--- src/rtl/apb_master_mslv_if.sv ---
`default_nettype none
// ============================================================================
// Module   : apb_master_mslv_if
// Purpose  : Request/response and multi-slave APB signal bundle for apb_master_mslv.
// Revision : 1.0 - initial release
// ============================================================================
interface apb_master_mslv_if #(
    parameter int ADDR_W  = 9,
    parameter int DATA_W  = 8,
    parameter int NUM_SLV = 2
);
    logic                      req_valid;
    logic                      req_ready;
    logic                      req_write;
    logic [ADDR_W-1:0]         req_addr;
    logic [DATA_W-1:0]         req_wdata;
    logic                      rsp_valid;
    logic [DATA_W-1:0]         rsp_rdata;
    logic                      rsp_err;
    logic                      rsp_timeout;
    logic [NUM_SLV-1:0]        psel;
    logic                      penable;
    logic [ADDR_W-1:0]         paddr;
    logic                      pwrite;
    logic [DATA_W-1:0]         pwdata;
    logic [NUM_SLV-1:0]        pready;
    logic [NUM_SLV-1:0]        pslverr;
    logic [NUM_SLV*DATA_W-1:0] prdata;

    modport master (
        input  req_valid, req_write, req_addr, req_wdata, pready, pslverr, prdata,
        output req_ready, rsp_valid, rsp_rdata, rsp_err, rsp_timeout,
               psel, penable, paddr, pwrite, pwdata
    );

    modport slave (
        output req_valid, req_write, req_addr, req_wdata, pready, pslverr, prdata,
        input  req_ready, rsp_valid, rsp_rdata, rsp_err, rsp_timeout,
               psel, penable, paddr, pwrite, pwdata
    );
endinterface
`default_nettype wire

--- src/rtl/apb_master_mslv.sv ---
`default_nettype none
// ============================================================================
// Module   : apb_master_mslv
// Purpose  : Parametrised multi-slave APB master behind a valid/ready request port.
// Revision : 1.0 - initial release
// ============================================================================
module apb_master_mslv #(
    parameter int ADDR_W  = 9,
    parameter int DATA_W  = 8,
    parameter int NUM_SLV = 2,
    parameter int TIMEOUT = 16
) (
    input  wire logic         pclk,
    input  wire logic         presetn,
    apb_master_mslv_if.master bus
);
    localparam int SEL_W = $clog2(NUM_SLV);
    localparam int CNT_W = (TIMEOUT > 1) ? $clog2(TIMEOUT) : 1;
    localparam logic [CNT_W-1:0] C_CNT_LAST = CNT_W'((TIMEOUT > 0) ? TIMEOUT - 1 : 0);
    localparam logic [SEL_W:0]   C_NUM_SLV  = (SEL_W + 1)'(NUM_SLV);

    typedef enum logic [1:0] {
        ST_IDLE   = 2'd0,
        ST_SETUP  = 2'd1,
        ST_ACCESS = 2'd2
    } state_t;

    state_t              r_state, w_state;
    logic [SEL_W-1:0]    r_sel, w_sel;
    logic [CNT_W-1:0]    r_cnt, w_cnt;
    logic [NUM_SLV-1:0]  r_psel, w_psel;
    logic                r_penable, w_penable;
    logic [ADDR_W-1:0]   r_paddr, w_paddr;
    logic                r_pwrite, w_pwrite;
    logic [DATA_W-1:0]   r_pwdata, w_pwdata;
    logic                r_rsp_valid, w_rsp_valid;
    logic [DATA_W-1:0]   r_rsp_rdata, w_rsp_rdata;
    logic                r_rsp_err, w_rsp_err;
    logic                r_rsp_timeout, w_rsp_timeout;

    logic [SEL_W-1:0]    w_idx;
    logic                w_dec_ok;
    logic [DATA_W-1:0]   w_slv_rdata [NUM_SLV];

    // Decode from the incoming request, not from the previously latched paddr
    assign w_idx    = bus.req_addr[ADDR_W-1 -: SEL_W];
    assign w_dec_ok = ({1'b0, w_idx} < C_NUM_SLV);

    for (genvar gi = 0; gi < NUM_SLV; gi++) begin : g_slv
        assign w_slv_rdata[gi] = bus.prdata[gi*DATA_W +: DATA_W];
    end

    always_comb begin
        w_state       = r_state;
        w_sel         = r_sel;
        w_cnt         = r_cnt;
        w_psel        = r_psel;
        w_penable     = r_penable;
        w_paddr       = r_paddr;
        w_pwrite      = r_pwrite;
        w_pwdata      = r_pwdata;
        w_rsp_valid   = 1'b0;
        w_rsp_rdata   = r_rsp_rdata;
        w_rsp_err     = r_rsp_err;
        w_rsp_timeout = r_rsp_timeout;
        case (r_state)
            ST_IDLE: begin
                if (bus.req_valid) begin
                    if (w_dec_ok) begin
                        w_paddr   = bus.req_addr;
                        w_pwrite  = bus.req_write;
                        w_pwdata  = bus.req_wdata;
                        w_sel     = w_idx;
                        w_psel    = NUM_SLV'(1) << w_idx;
                        w_penable = 1'b0;
                        w_state   = ST_SETUP;
                    end else begin
                        w_rsp_valid   = 1'b1;
                        w_rsp_err     = 1'b1;
                        w_rsp_timeout = 1'b0;
                        w_rsp_rdata   = '0;
                    end
                end
            end
            ST_SETUP: begin
                w_penable = 1'b1;
                w_cnt     = '0;
                w_state   = ST_ACCESS;
            end
            ST_ACCESS: begin
                // pready on the threshold cycle still completes normally
                if (bus.pready[r_sel]) begin
                    w_psel        = '0;
                    w_penable     = 1'b0;
                    w_state       = ST_IDLE;
                    w_rsp_valid   = 1'b1;
                    w_rsp_err     = bus.pslverr[r_sel];
                    w_rsp_timeout = 1'b0;
                    w_rsp_rdata   = (!r_pwrite && !bus.pslverr[r_sel]) ? w_slv_rdata[r_sel] : '0;
                end else if ((TIMEOUT > 0) && (r_cnt == C_CNT_LAST)) begin
                    w_psel        = '0;
                    w_penable     = 1'b0;
                    w_state       = ST_IDLE;
                    w_rsp_valid   = 1'b1;
                    w_rsp_err     = 1'b1;
                    w_rsp_timeout = 1'b1;
                    w_rsp_rdata   = '0;
                end else begin
                    w_cnt = r_cnt + 1'b1;
                end
            end
            default: begin
                w_state   = ST_IDLE;
                w_psel    = '0;
                w_penable = 1'b0;
            end
        endcase
    end

    always_ff @(posedge pclk) begin
        if (!presetn) begin
            r_state       <= ST_IDLE;
            r_sel         <= '0;
            r_cnt         <= '0;
            r_psel        <= '0;
            r_penable     <= 1'b0;
            r_paddr       <= '0;
            r_pwrite      <= 1'b0;
            r_pwdata      <= '0;
            r_rsp_valid   <= 1'b0;
            r_rsp_rdata   <= '0;
            r_rsp_err     <= 1'b0;
            r_rsp_timeout <= 1'b0;
        end else begin
            r_state       <= w_state;
            r_sel         <= w_sel;
            r_cnt         <= w_cnt;
            r_psel        <= w_psel;
            r_penable     <= w_penable;
            r_paddr       <= w_paddr;
            r_pwrite      <= w_pwrite;
            r_pwdata      <= w_pwdata;
            r_rsp_valid   <= w_rsp_valid;
            r_rsp_rdata   <= w_rsp_rdata;
            r_rsp_err     <= w_rsp_err;
            r_rsp_timeout <= w_rsp_timeout;
        end
    end

    assign bus.req_ready   = (r_state == ST_IDLE);
    assign bus.psel        = r_psel;
    assign bus.penable     = r_penable;
    assign bus.paddr       = r_paddr;
    assign bus.pwrite      = r_pwrite;
    assign bus.pwdata      = r_pwdata;
    assign bus.rsp_valid   = r_rsp_valid;
    assign bus.rsp_rdata   = r_rsp_rdata;
    assign bus.rsp_err     = r_rsp_err;
    assign bus.rsp_timeout = r_rsp_timeout;
endmodule
`default_nettype wire

--- src/flat_wrapper.sv ---
// flat-port wrapper written by rule: the top's interface ports become plain ports
module apb_master_mslv_flat 
#(
    parameter int ADDR_W  = 9,
    parameter int DATA_W  = 8,
    parameter int NUM_SLV = 2,
    parameter int TIMEOUT = 16
)
  (pclk, presetn, bus_req_valid, bus_req_write, bus_req_addr, bus_req_wdata, bus_pready, bus_pslverr, bus_prdata, bus_req_ready, bus_rsp_valid, bus_rsp_rdata, bus_rsp_err, bus_rsp_timeout, bus_psel, bus_penable, bus_paddr, bus_pwrite, bus_pwdata);
  apb_master_mslv_if #(.ADDR_W(ADDR_W), .DATA_W(DATA_W), .NUM_SLV(NUM_SLV)) bus_i ();
  input  wire logic pclk;
  input  wire logic presetn;
  input wire logic [$bits(bus_i.req_valid)-1:0] bus_req_valid;
  input wire logic [$bits(bus_i.req_write)-1:0] bus_req_write;
  input wire logic [$bits(bus_i.req_addr)-1:0] bus_req_addr;
  input wire logic [$bits(bus_i.req_wdata)-1:0] bus_req_wdata;
  input wire logic [$bits(bus_i.pready)-1:0] bus_pready;
  input wire logic [$bits(bus_i.pslverr)-1:0] bus_pslverr;
  input wire logic [$bits(bus_i.prdata)-1:0] bus_prdata;
  output wire logic [$bits(bus_i.req_ready)-1:0] bus_req_ready;
  output wire logic [$bits(bus_i.rsp_valid)-1:0] bus_rsp_valid;
  output wire logic [$bits(bus_i.rsp_rdata)-1:0] bus_rsp_rdata;
  output wire logic [$bits(bus_i.rsp_err)-1:0] bus_rsp_err;
  output wire logic [$bits(bus_i.rsp_timeout)-1:0] bus_rsp_timeout;
  output wire logic [$bits(bus_i.psel)-1:0] bus_psel;
  output wire logic [$bits(bus_i.penable)-1:0] bus_penable;
  output wire logic [$bits(bus_i.paddr)-1:0] bus_paddr;
  output wire logic [$bits(bus_i.pwrite)-1:0] bus_pwrite;
  output wire logic [$bits(bus_i.pwdata)-1:0] bus_pwdata;
  assign bus_i.req_valid = bus_req_valid;
  assign bus_i.req_write = bus_req_write;
  assign bus_i.req_addr = bus_req_addr;
  assign bus_i.req_wdata = bus_req_wdata;
  assign bus_i.pready = bus_pready;
  assign bus_i.pslverr = bus_pslverr;
  assign bus_i.prdata = bus_prdata;
  assign bus_req_ready = bus_i.req_ready;
  assign bus_rsp_valid = bus_i.rsp_valid;
  assign bus_rsp_rdata = bus_i.rsp_rdata;
  assign bus_rsp_err = bus_i.rsp_err;
  assign bus_rsp_timeout = bus_i.rsp_timeout;
  assign bus_psel = bus_i.psel;
  assign bus_penable = bus_i.penable;
  assign bus_paddr = bus_i.paddr;
  assign bus_pwrite = bus_i.pwrite;
  assign bus_pwdata = bus_i.pwdata;
  apb_master_mslv #(.ADDR_W(ADDR_W), .DATA_W(DATA_W), .NUM_SLV(NUM_SLV), .TIMEOUT(TIMEOUT)) u_core (.pclk(pclk), .presetn(presetn), .bus(bus_i));
endmodule
--- config.mk ---
export PLATFORM = sky130hd
export DESIGN_NAME = apb_master_mslv_flat
export DESIGN_NICKNAME = d
export VERILOG_FILES = /design/src/rtl/apb_master_mslv_if.sv /design/src/rtl/apb_master_mslv.sv /design/src/flat_wrapper.sv
export SDC_FILE = /design/constraint.sdc
export NUM_CORES = 1
export LEC_CHECK = 0
export CORE_ASPECT_RATIO = 0.5
export CORE_MARGIN = 8
export CORE_UTILIZATION = 40
export DETAILED_ROUTE_END_ITERATION = 8
export PLACE_DENSITY = 0.78
export SYNTH_ARGS = -nofsm -noshare
export SYNTH_HDL_FRONTEND = slang
export SYNTH_SLANG_ARGS = --single-unit
--- constraint.sdc ---
create_clock -name pclk -period 2 [get_ports pclk]
set_input_delay 0.4 -clock pclk [delete_from_list [all_inputs] [get_ports pclk]]
set_output_delay 0.4 -clock pclk [all_outputs]
set_load 0.005 [all_outputs]
==> summary.md, run 1 <==
| Metric | Value |
|---|---|
| Antenna Nets Post-Route | `0` |
| Initial core utilization | `40.9%` |
| Syn nets | `around 230` |
| CTS Buf Count | `5` |
| P&R area growth vs syn | `55.5%` |
| Ports | `74` |
| Vias in the first global route | `around 1.5k` |
| Port Buf Inserts | `73` |
| Register area share after synthesis | `47.1%` |
| Post-CTS Resized | `0` |
| DP HPWL | `between 3000 and 4000 µm` |
| GRT Overall Usage | `13.8%` |
| First-pass GRT wire length | `6990 µm` |
| Worst skew pair latency | `roughly 0.28 ns` |
| DR top layer | `met4` |
| Overall power | `approximately 2.3 mW` |
| Routed vias | `1,540` |
| Kind of cell adding the most delay to the critical path | `buffers and inverters` |
| Critical path buffers and inverters | `2` |
| Reg2reg start | `u_core.bus.paddr[8]$_SDFFE_PN0P_` |
| WS Path Type | `flop to primary output` |
| Multi-input gate area | `about 770 µm²` |
| CP peak stage delay | `0.53 ns` |
| DP Area | `roughly 2400 µm²` |
| Drt via density | `roughly 5` |
| Core Area | `~3800 µm²` |
| # Post-CTS Setup Buffers | `0` |
| Least-Margin Pin Slew | `0.621 ns` |
| Commonest non-fill, non-tap cell in the layout | `clkdlybuf4s50_1` |
| Post-Syn Instances | `roughly 180` |
| Htree depth | `2` |
| Row cnt | `16` |
| Post-place setup slack | `-0.0689 ns` |
| Beginning of the critical path | `u_core.bus.penable$_SDFFE_PN0P_` |
| Worst hold margin | `0.454 ns` |
| Post-Syn Area | `around 1600 µm²` |
| YS warnings | `0` |
| DR WL met3 | `between 150 and 200 µm` |
| Largest net degree at the start of global routing | `22` |
| Slew headroom | `58.5%` |
| WL met1 | `1870 µm` |
| TNS Setup | `0 ns` |
| Crit path DAT | `1.52 ns` |
| Avg Inst Size Synth | `between 8 and 9 µm²` |
| Max FO, Critical Path | `6` |
| Most used flip-flop cell after synthesis | `dfxtp_1` |
| Final #Nets | `slightly above 300` |
| Routed Wire Length | `4490 µm` |
| Most frequent cells in the layout | `clkdlybuf4s50_1, nand2_1, dfxtp_1, a21oi_1, nor2_1` |
| Final cycle utilization of the critical path | `95.9%` |
| Critical Path End | `bus_req_ready` |
| Status | `complete, no violations` |
| Post-layout util | `63.6%` |
| Die Ht | `60.3 µm` |
| # Max-Cap Violations | `0` |
| Startpoint Class | `flop` |
| Antenna cell count | `0` |
| Reg-to-reg slack, setup | `0.27 ns` |
| CTS sink cnt | `37` |
| Final non-filler cell area | `between 2000 and 2500 µm²` |
| Max Root-Sink Buffers | `2` |
| Clk_skew | `just under 0.005 ns` |
| Die width | `105 µm` |
| Die area | `6310 µm²` |
| Drt drc | `0` |
| Per-cell routed wire length | `14.4 µm` |
| Final setup viols | `0` |
| First-pass iteration count of the detailed router | `4` |
| Cells after DPL | `~310` |
| Final GP Congestion | `0.749` |
| CP Depth | `3` |
| Iter 0 DRT Violations | `48` |
| Seq cells post-synth | `37` |
| Netlist cell types | `36` |
| Fraction of registers with async set or reset after synthesis | `0%` |
| Clk pin slew, worst setup/hold paths | `0.07 ns` |
| Critical path's slowest cell | `clkdlybuf4s50_1` |
| Hold Buf Count CTS | `0` |
| Final Worst Setup Slack | `approximately 0.081 ns` |
| Fin cells | `311` |
| Critical path endpoint category | `primary output` |
| Hold depth | `2` |
| Root Buffer | `clkbuf_8` |
| Peak supply drop | `roughly 0.48 mV` |
| Leakage power | `0.891 nW` |
| Worst path cell trace | `inv_1 > ha_2 > clkdlybuf4s50_1` |
| Antenna violations before repair | `0` |
| CTS tree | `yes` |
| RSZ-0062 raised after global routing | `false` |
| Worst reg2reg path depth | `5` |
| Power per cell area | `952 nW/µm²` |
| Tmin final | `1.92 ns` |
| WL met2 | `2370 µm` |
| FF-to-FF End | `u_core.bus.rsp_rdata[3]$_SDFFE_PN0P_` |
| Layout cells sized above 1 | `10.1%` |
| Fmax | `521 MHz` |
| Grt ovf | `0` |
| CP required | `1.60 ns` |
| Fillcell total | `334` |
| Flip-flop and latch area | `around 740 µm²` |
| Worst Hold Class | `flop to flop` |
| Slew Limit Fails | `0` |
| Final hold violations | `0` |
| Post-synth EDFFs | `0` |
[logic make-up (layout without fill, tap and decap cells)]
family / after synthesis / in the layout / synth area share (%)
AND/OR/NAND/NOR: 72 / 72 / 20.2
AO/OA/AOI/OAI: 43 / 43 / 17.1
flip-flops: 37 / 37 / 47.1
buffers and inverters: 15 / 90 / 4.22
multiplexers: 10 / 10 / 7.32
adder cells (fa/ha/maj): 5 / 5 / 3.98
[worst min path at each step]
stage | startpoint | end | slack (ns)
floorplan | u_core.bus.psel[0]$_SDFFE_PN0P_ | u_core.bus.psel[0]$_SDFFE_PN0P_ | 0.45
global placement | u_core.bus.paddr[2]$_SDFFE_PN0P_ | u_core.bus.paddr[2]$_SDFFE_PN0P_ | 0.44
detailed placement | u_core.bus.paddr[1]$_SDFFE_PN0P_ | u_core.bus.paddr[1]$_SDFFE_PN0P_ | 0.45
CTS | u_core.bus.paddr[1]$_SDFFE_PN0P_ | u_core.bus.paddr[1]$_SDFFE_PN0P_ | 0.46
global route | u_core.bus.pwdata[2]$_SDFFE_PN0P_ | u_core.bus.pwdata[2]$_SDFFE_PN0P_ | 0.48
finish | u_core.bus.paddr[1]$_SDFFE_PN0P_ | u_core.bus.paddr[1]$_SDFFE_PN0P_ | 0.45
[cell usage after synthesis, drive strengths merged, types with 2 or more instances]
| library cell | instances | area, µm² |
|---|---|---|
| nand2 | 42 | 158 |
| dfxtp | 37 | 741 |
| a21oi | 20 | 104 |
| nor2 | 11 | 41.3 |
| mux2 | 9 | 105 |
| a22oi | 8 | 60.1 |
| clkbuf | 6 | 22.5 |
| ha | 5 | 62.6 |
| inv | 5 | 18.8 |
| nand3 | 5 | 25.0 |
| buf | 4 | 25.0 |
| o21ai | 4 | 20.0 |
| a31oi | 3 | 18.8 |
| nand2b | 3 | 18.8 |
| a31o | 2 | 17.5 |
| and2 | 2 | 12.5 |
[where the power goes]
| part | switching, mW | internal, mW | leakage [nW] | total (mW) |
|---|---|---|---|---|
| Clock | 0.242 | 0.229 | 0.0399 | 0.471 |
| Combinational | 0.440 | 0.494 | 0.550 | 0.935 |
| Sequential | 0.0654 | 0.856 | 0.302 | 0.921 |
| Total | 0.747 | 1.58 | 0.891 | 2.33 |
[worst register-to-register path: stages (launching register included)]
cell and delay [ns]:
dfxtp_1 0.36, buf_4 0.20, or3b_2 0.51, a21oi_2 0.37, a22oi_1 0.12, nor2_1 0.12
[layout make-up]
type / count / share of cell area [%]
repair buffers: 79 / 31.7
multi-input cells: 130 / 31.4
flip-flops and latches: 37 / 30.3
clock buffers: 5 / 2.82
well taps: 54 / 2.76
inverters: 5 / 0.768
clock inverters: 1 / 0.205
[registers in the layout, summed over array words and instances (netlist names)]
| signal | flops |
|---|---|
| u_core.bus.paddr | 9 |
| u_core.bus.rsp_rdata | 8 |
| u_core.bus.pwdata | 8 |
| u_core.r_state | 1 |
| u_core.bus.penable | 1 |
| u_core.bus.rsp_timeout | 1 |
| u_core.bus.rsp_valid | 1 |
| u_core.bus.rsp_err | 1 |
| u_core.bus.pwrite | 1 |
| u_core.r_cnt | 4 |
| u_core.bus.psel | 2 |
[layer usage]
metal  global-route usage [%]  vias to the layer above
li1                         -                      775
met1                     14.3                      731
met2                     26.6                       29
met3                     3.98                        5
met4                     5.62                        0
met5                        0                        -
Note: power is estimated with default switching activity, not from simulation.
==> run 2, diff against run 1 <==
ABC_AREA = 1   (was not set)
CORE_MARGIN = not set   (was 8)
GPL_ROUTABILITY_DRIVEN = 0   (was not set)
PLACE_DENSITY = 0.77   (was 0.78)
==> run 2 against run 1 <==
Compared with the run above:
- first-iteration DRC count decreased by 6.3%
- maximum frequency rose by 0.39%
- worst setup slack improved by 0.0074 ns
- hold slack gained 0.020 ns
- global-route usage grew 5.0 points
- count of clock-buffer cells in the layout is 2 higher
- largest power group unchanged
- non-clock buffer count decreased by 4
- critical path depth did not move
- sequential share of layout area is 0.71 points lower
- design area increased by 2.6%
- power up 8.6%
==> summary.md, run 2 <==
| Metric | Value |
|---|---|
| Crit path DAT | `1.51 ns (was 1.52 ns)` |
| Beginning of the critical path | `u_core.bus.penable$_SDFFE_PN0P_ (unchanged)` |
| Row cnt | `16 (unchanged)` |
| Port Buf Inserts | `73 (unchanged)` |
| Peak supply drop | `0.515 mV (was 0.481 mV)` |
| Core Area | `3940 µm² (was 3840 µm²)` |
| Post-Syn Area | `1660 µm² (was 1570 µm²)` |
| Worst skew pair latency | `0.29 ns (was 0.28 ns)` |
| Die Ht | `47.5 µm (was 60.3 µm)` |
| Tmin final | `1.91 ns (was 1.92 ns)` |
| Most frequent cells in the layout | `clkdlybuf4s50_1, nand2_1, nor2_1, dfxtp_1, inv_1 (was clkdlybuf4s50_1, nand2_1, dfxtp_1, a21oi_1, nor2_1)` |
| Antenna Nets Post-Route | `0 (unchanged)` |
| Antenna cell count | `0 (unchanged)` |
| Clk_skew | `0.00430 ns (was 0.00484 ns)` |
| Yosys top cell by area | `dfxtp_1 (unchanged)` |
| Seq cells post-synth | `37 (unchanged)` |
| Reg-to-reg slack, setup | `0.55 ns (was 0.27 ns)` |
| Drt drc | `0 (unchanged)` |
| Htree depth | `2 (unchanged)` |
| DR top layer | `met4 (unchanged)` |
| Vias in the first global route | `1,447 (was 1,499)` |
| CP required | `1.60 ns (about the same)` |
| WS Path Type | `flop to primary output (unchanged)` |
| DR WL met3 | `157 µm (was 192 µm)` |
| Final hold violations | `0 (unchanged)` |
| Most common cell in the synthesized netlist | `nand2_1 (unchanged)` |
| DP HPWL | `3120 µm (was 3490 µm)` |
| Number of flip-flops under the largest register name | `9 (unchanged)` |
| Max FO, Critical Path | `4 (was 6)` |
| Post-synth top cells | `nand2_1, nor2_1, dfxtp_1 (was nand2_1, dfxtp_1, a21oi_1)` |
| CTS Buf Count | `5 (unchanged)` |
| Final #Nets | `355 (was 304)` |
| TNS Setup | `0 ns (unchanged)` |
| Antenna violations before repair | `0 (unchanged)` |
| Drt via density | `4.63 (was 4.95)` |
| FF-to-FF End | `u_core.bus.pwdata[4]$_SDFFE_PN0P_ (was u_core.bus.rsp_rdata[3]$_SDFFE_PN0P_)` |
| Routed Wire Length | `4150 µm (was 4490 µm)` |
| Grt ovf | `0 (unchanged)` |
| CTS tree | `yes (unchanged)` |
| Clk pin slew, worst setup/hold paths | `0.07 ns (about the same)` |
| Slew Limit Fails | `0 (unchanged)` |
| GRT Overall Usage | `18.8% (was 13.8%)` |
| Most used flip-flop cell after synthesis | `dfxtp_1 (unchanged)` |
| Commonest non-fill, non-tap cell in the layout | `clkdlybuf4s50_1 (unchanged)` |
| Critical path endpoint category | `primary output (unchanged)` |
| Syn nets | `282 (was 228)` |
| WL met2 | `2030 µm (was 2370 µm)` |
| Netlist cell types | `21 (was 36)` |
| Fmax | `523 MHz (was 521 MHz)` |
| Startpoint Class | `flop (unchanged)` |
| Post-CTS Resized | `0 (unchanged)` |
| Register area share after synthesis | `44.6% (was 47.1%)` |
| Avg Inst Size Synth | `7.03 µm² (was 8.63 µm²)` |
| First-pass GRT wire length | `6250 µm (was 6990 µm)` |
| Leakage power | `1.06 nW (was 0.891 nW)` |
| Iter 0 DRT Violations | `45 (was 48)` |
| Status | `complete, no violations (unchanged)` |
| Die area | `4430 µm² (was 6310 µm²)` |
| Least-Margin Pin Slew | `0.493 ns (was 0.621 ns)` |
| Routed vias | `1,681 (was 1,540)` |
| Cells after DPL | `356 (was 305)` |
| Max Root-Sink Buffers | `2 (unchanged)` |
| Initial core utilization | `42.1% (was 40.9%)` |
| P&R area growth vs syn | `51.1% (was 55.5%)` |
| CTS sink cnt | `37 (unchanged)` |
| Root Buffer | `clkbuf_8 (unchanged)` |
| # Post-CTS Setup Buffers | `0 (unchanged)` |
| Worst reg2reg path depth | `6 (was 5)` |
| Hold Buf Count CTS | `0 (unchanged)` |
| WL met1 | `1890 µm (was 1870 µm)` |
| # Max-Cap Violations | `0 (unchanged)` |
| First-pass iteration count of the detailed router | `4 (unchanged)` |
| YS warnings | `0 (unchanged)` |
| Largest cells by area after synthesis | `dfxtp_1, nand2_1, nor2_1 (was dfxtp_1, nand2_1, a21oi_1)` |
| Final cycle utilization of the critical path | `95.6% (was 95.9%)` |
| Post-Syn Instances | `236 (was 182)` |
| Reg2reg start | `u_core.bus.penable$_SDFFE_PN0P_ (was u_core.bus.paddr[8]$_SDFFE_PN0P_)` |
| Post-synth EDFFs | `0 (unchanged)` |
| Yosys top cell area share | `44.6% (was 47.1%)` |
| Critical Path End | `bus_req_ready (unchanged)` |
| Power per cell area | `1010 nW/µm² (was 952 nW/µm²)` |
| Ports | `74 (unchanged)` |
| Per-cell routed wire length | `11.4 µm (was 14.4 µm)` |
| Hold depth | `2 (unchanged)` |
| Worst Hold Class | `flop to flop (unchanged)` |
| Fraction of registers with async set or reset after synthesis | `0% (unchanged)` |
| Layout cells sized above 1 | `6.47% (was 10.1%)` |
| Die width | `93.1 µm (was 105 µm)` |
| Fin cells | `363 (was 311)` |
| Largest net degree at the start of global routing | `21 (was 22)` |
| Final setup viols | `0 (unchanged)` |
| Slew headroom | `67.1% (was 58.5%)` |
| RSZ-0062 raised after global routing | `false (unchanged)` |
[run 2: cell count changes in the layout (fill, tap and decap cells not counted), sizes merged, moves of 3 or more]
| cell | before | now |
|---|---|---|
| buf | 6 | 2 |
| nand3 | 5 | 11 |
| nor2 | 11 | 43 |
| a31oi | 3 | 0 |
| nand2b | 3 | 0 |
| inv | 5 | 21 |
| o21ai | 4 | 19 |
| a22oi | 8 | 0 |
| nand2 | 42 | 70 |
| mux2 | 9 | 0 |
| a21oi | 20 | 15 |
[run 2: metrics by stage]
stage	instance area (µm²)	power [mW]	setup WS [ns]	hold WS, ns	utilization (%)
6_report	2510	2.53	0.0885	0.474	63.5
5_1_grt	2510	2.71	0.0248	0.493	63.5
4_1_cts	2500	2.55	0.0463	0.474	63.5
3_5_place_dp	2420	2.02	0.327	0.463	61.3
3_3_place_gp	2420	1.98	0.354	0.454	61.3
2_1_floorplan	1660	1.56	0.735	0.454	-
[run 2: cell families (layout without fill, tap and decap cells)]
family,Yosys count,after routing,share of synthesized area [%]
buffers and inverters,30,103,7.99
adders and majority gates,5,5,3.77
DFF,37,37,44.6
and+or+nand+nor,128,128,32.2
AOI/OAI and AO/OA,36,36,11.4
[run 2: metal layers]
metal / global-route usage [%] / vias to the layer above
met5: 0 / -
met4: 8.62 / 0
met3: 4.76 / 8
met2: 33.5 / 36
met1: 22.5 / 752
li1: - / 885
[run 2: how the worst min path moves through the flow]
stage	slack (ns)	start	end
after detailed placement	0.46	u_core.bus.rsp_rdata[0]$_SDFFE_PN0P_	u_core.bus.rsp_rdata[0]$_SDFFE_PN0P_
after global placement	0.45	u_core.bus.rsp_rdata[3]$_SDFFE_PN0P_	u_core.bus.rsp_rdata[3]$_SDFFE_PN0P_
after floorplan	0.45	u_core.r_state[0]$_SDFFE_PN0P_	u_core.r_state[0]$_SDFFE_PN0P_
after CTS	0.47	u_core.bus.rsp_rdata[0]$_SDFFE_PN0P_	u_core.bus.rsp_rdata[0]$_SDFFE_PN0P_
after global routing	0.49	u_core.bus.rsp_rdata[1]$_SDFFE_PN0P_	u_core.bus.rsp_rdata[1]$_SDFFE_PN0P_
final	0.47	u_core.bus.rsp_rdata[0]$_SDFFE_PN0P_	u_core.bus.rsp_rdata[0]$_SDFFE_PN0P_
[run 2: power by group]
group	internal, mW	leakage, nW	switching [mW]
Combinational	0.507	0.713	0.513
Clock	0.273	0.0443	0.246
Sequential	0.888	0.304	0.101
Total	1.67	1.06	0.860
[run 2: final cells by class]
type                            count  area (µm²)
Tap cell                           54        67.6
Timing Repair Buffer               75         746
Inverter                           21        78.8
Fill cell                         325        1440
Clock buffer                        7        86.3
Sequential cell                    37         742
Multi-Input combinational cell    169         786
[run 2: worst max-delay path, stage by stage (launching register included)]
cell and delay [ns]:
dfxtp_1 0.33, inv_1 0.12, ha_1 0.24, clkdlybuf4s50_1 0.53
==> run 3, diff against run 2 <==
CORE_UTILIZATION = 41   (was 40)
SKIP_LAST_GASP = 1   (was not set)
==> run 3 against run 2 <==
Compared with the run above:
- combinational power about the same
- worst setup slack better by 0.025 ns
- sequential power down 2%
- highest routed layer unchanged
==> summary.md, run 3 (synthesis results as in run 2) <==
| Metric | Value |
|---|---|
| Status | `complete, no violations (unchanged)` |
| Routed Wire Length | `4030 µm (was 4150 µm)` |
| Final cycle utilization of the critical path | `94.3% (was 95.6%)` |
| Initial core utilization | `45.6% (was 42.1%)` |
| Leakage power | `1.07 nW (was 1.06 nW)` |
| Largest net degree at the start of global routing | `21 (unchanged)` |
| Post-layout util | `69.2% (was 63.5%)` |
| Die Ht | `47.0 µm (was 47.5 µm)` |
| DR WL met3 | `213 µm (was 157 µm)` |
| Per-cell routed wire length | `11.1 µm (was 11.4 µm)` |
| Fin cells | `363 (unchanged)` |
| Crit path DAT | `1.49 ns (was 1.51 ns)` |
| Worst Hold Class | `flop to flop (unchanged)` |
| CTS Buf Count | `5 (unchanged)` |
| Antenna cell count | `0 (unchanged)` |
| Commonest non-fill, non-tap cell in the layout | `clkdlybuf4s50_1 (unchanged)` |
| Final #Nets | `357 (was 355)` |
| Antenna violations before repair | `0 (unchanged)` |
| Worst skew pair latency | `0.29 ns (about the same)` |
| Least-Margin Pin Slew | `0.485 ns (was 0.493 ns)` |
| Flip-flop and latch area | `741 µm² (was 742 µm²)` |
| Htree depth | `2 (unchanged)` |
| Antenna Nets Post-Route | `0 (unchanged)` |
| Hold Buf Count CTS | `0 (unchanged)` |
| TNS Setup | `0 ns (unchanged)` |
| First-pass iteration count of the detailed router | `4 (unchanged)` |
| Multi-input gate area | `788 µm² (was 786 µm²)` |
| Grt ovf | `0 (unchanged)` |
| Fillcell total | `304 (was 325)` |
| Hold depth | `2 (unchanged)` |
| Routed vias | `1,668 (was 1,681)` |
| P&R area growth vs syn | `51.8% (was 51.1%)` |
| Power per cell area | `1000 nW/µm² (was 1010 nW/µm²)` |
| Peak supply drop | `0.604 mV (was 0.515 mV)` |
| Clk_skew | `0.00370 ns (was 0.00430 ns)` |
| Slew headroom | `67.6% (was 67.1%)` |
| WL met1 | `1770 µm (was 1890 µm)` |
| DR top layer | `met4 (unchanged)` |
| First-pass GRT wire length | `6110 µm (was 6250 µm)` |
| Die area | `4320 µm² (was 4430 µm²)` |
| WL met2 | `1970 µm (was 2030 µm)` |
| Vias in the first global route | `1,393 (was 1,447)` |
| DP Area | `2430 µm² (was 2420 µm²)` |
| Layout cells sized above 1 | `7.69% (was 6.47%)` |
| Root Buffer | `clkbuf_8 (unchanged)` |
| # Max-Cap Violations | `0 (unchanged)` |
| Clk pin slew, worst setup/hold paths | `0.07 ns (about the same)` |
| Worst reg2reg path depth | `6 (unchanged)` |
| Slew Limit Fails | `0 (unchanged)` |
| RSZ-0062 raised after global routing | `false (unchanged)` |
| Row cnt | `15 (was 16)` |
| CTS tree | `yes (unchanged)` |
| Critical path endpoint category | `primary output (unchanged)` |
| Iter 0 DRT Violations | `35 (was 45)` |
| Tmin final | `1.89 ns (was 1.91 ns)` |
| Ports | `74 (unchanged)` |
| Most frequent cells in the layout | `clkdlybuf4s50_1, nand2_1, nor2_1, dfxtp_1, inv_1 (unchanged)` |
| Die width | `92.0 µm (was 93.1 µm)` |
| CTS sink cnt | `37 (unchanged)` |
| WS Path Type | `flop to primary output (unchanged)` |
| Final setup viols | `0 (unchanged)` |
| Port Buf Inserts | `73 (unchanged)` |
| Number of flip-flops under the largest register name | `9 (unchanged)` |
| Startpoint Class | `flop (unchanged)` |
| Fmax | `530 MHz (was 523 MHz)` |
| Max Root-Sink Buffers | `2 (unchanged)` |
| Drt drc | `0 (unchanged)` |
| Drt via density | `4.60 (was 4.63)` |
| Max FO, Critical Path | `4 (unchanged)` |
| Final non-filler cell area | `2520 µm² (was 2510 µm²)` |
| Core Area | `3640 µm² (was 3940 µm²)` |
| Cells after DPL | `355 (was 356)` |
| GRT Overall Usage | `19.2% (was 18.8%)` |
| DP HPWL | `3060 µm (was 3120 µm)` |
| CP required | `1.60 ns (about the same)` |
| Final hold violations | `0 (unchanged)` |
## run 3: cell count changes in the layout (fill, tap and decap cells not counted), sizes merged
cell / change
buf: +2
clkbuf: -2
clkinv: +2
clkinvlp: +1
## run 3: layout make-up
class / instances / share of cell area (%)
multi-input combinational: 169 / 31.3
timing repair buffer: 77 / 30.2
sequential: 37 / 29.4
inverter: 21 / 3.13
clock buffer: 5 / 2.73
tap: 51 / 2.53
clock inverter: 3 / 0.695
## run 3: worst max-delay path, stage by stage (launching register included)
cell and delay (ns):
dfxtp_1 0.33, inv_1 0.13, ha_2 0.23, clkdlybuf4s50_1 0.50
## run 3: final timing paths
check,start,to,slack [ns]
max,u_core.bus.penable$_SDFFE_PN0P_,bus_req_ready,0.11
min,u_core.bus.rsp_rdata[2]$_SDFFE_PN0P_,u_core.bus.rsp_rdata[2]$_SDFFE_PN0P_,0.47
max reg2reg,u_core.r_state[0]$_SDFFE_PN0P_,u_core.bus.rsp_rdata[0]$_SDFFE_PN0P_,0.56
min reg2reg,u_core.bus.rsp_rdata[2]$_SDFFE_PN0P_,u_core.bus.rsp_rdata[2]$_SDFFE_PN0P_,0.47
## run 3: what timing repair did
| action | 4_1_cts | 5_1_grt |
|---|---|---|
| endpoints found under the hold margin | 0 | 0 |
| gates resized for setup | 0 | 1 |
| setup endpoints to repair | 0 | 1 |
| setup buffers | 0 | 0 |
## run 3: routing by layer
metal | vias to the layer above | track usage (%)
li1 | 889 | -
met1 | 735 | 21.7
met2 | 38 | 34.5
met3 | 6 | 6.96
met4 | 0 | 8.44
met5 | - | 0
## run 3: per-stage QoR
stage | power, mW | worst slack, ns | hold WS [ns]
2_1_floorplan | 1.56 | 0.735 | 0.454
3_3_place_gp | 1.99 | 0.394 | 0.453
3_5_place_dp | 2.02 | 0.331 | 0.457
4_1_cts | 2.54 | 0.0913 | 0.468
5_1_grt | 2.71 | 0.0363 | 0.490
6_report | 2.52 | 0.114 | 0.468
## run 3: power breakdown
| group | switching [mW] | internal, mW | total [mW] | leakage (nW) |
|---|---|---|---|---|
| logic | 0.513 | 0.519 | 1.03 | 0.722 |
| registers | 0.0868 | 0.886 | 0.973 | 0.304 |
| clock network | 0.279 | 0.240 | 0.519 | 0.0439 |
| total | 0.878 | 1.65 | 2.52 | 1.07 |
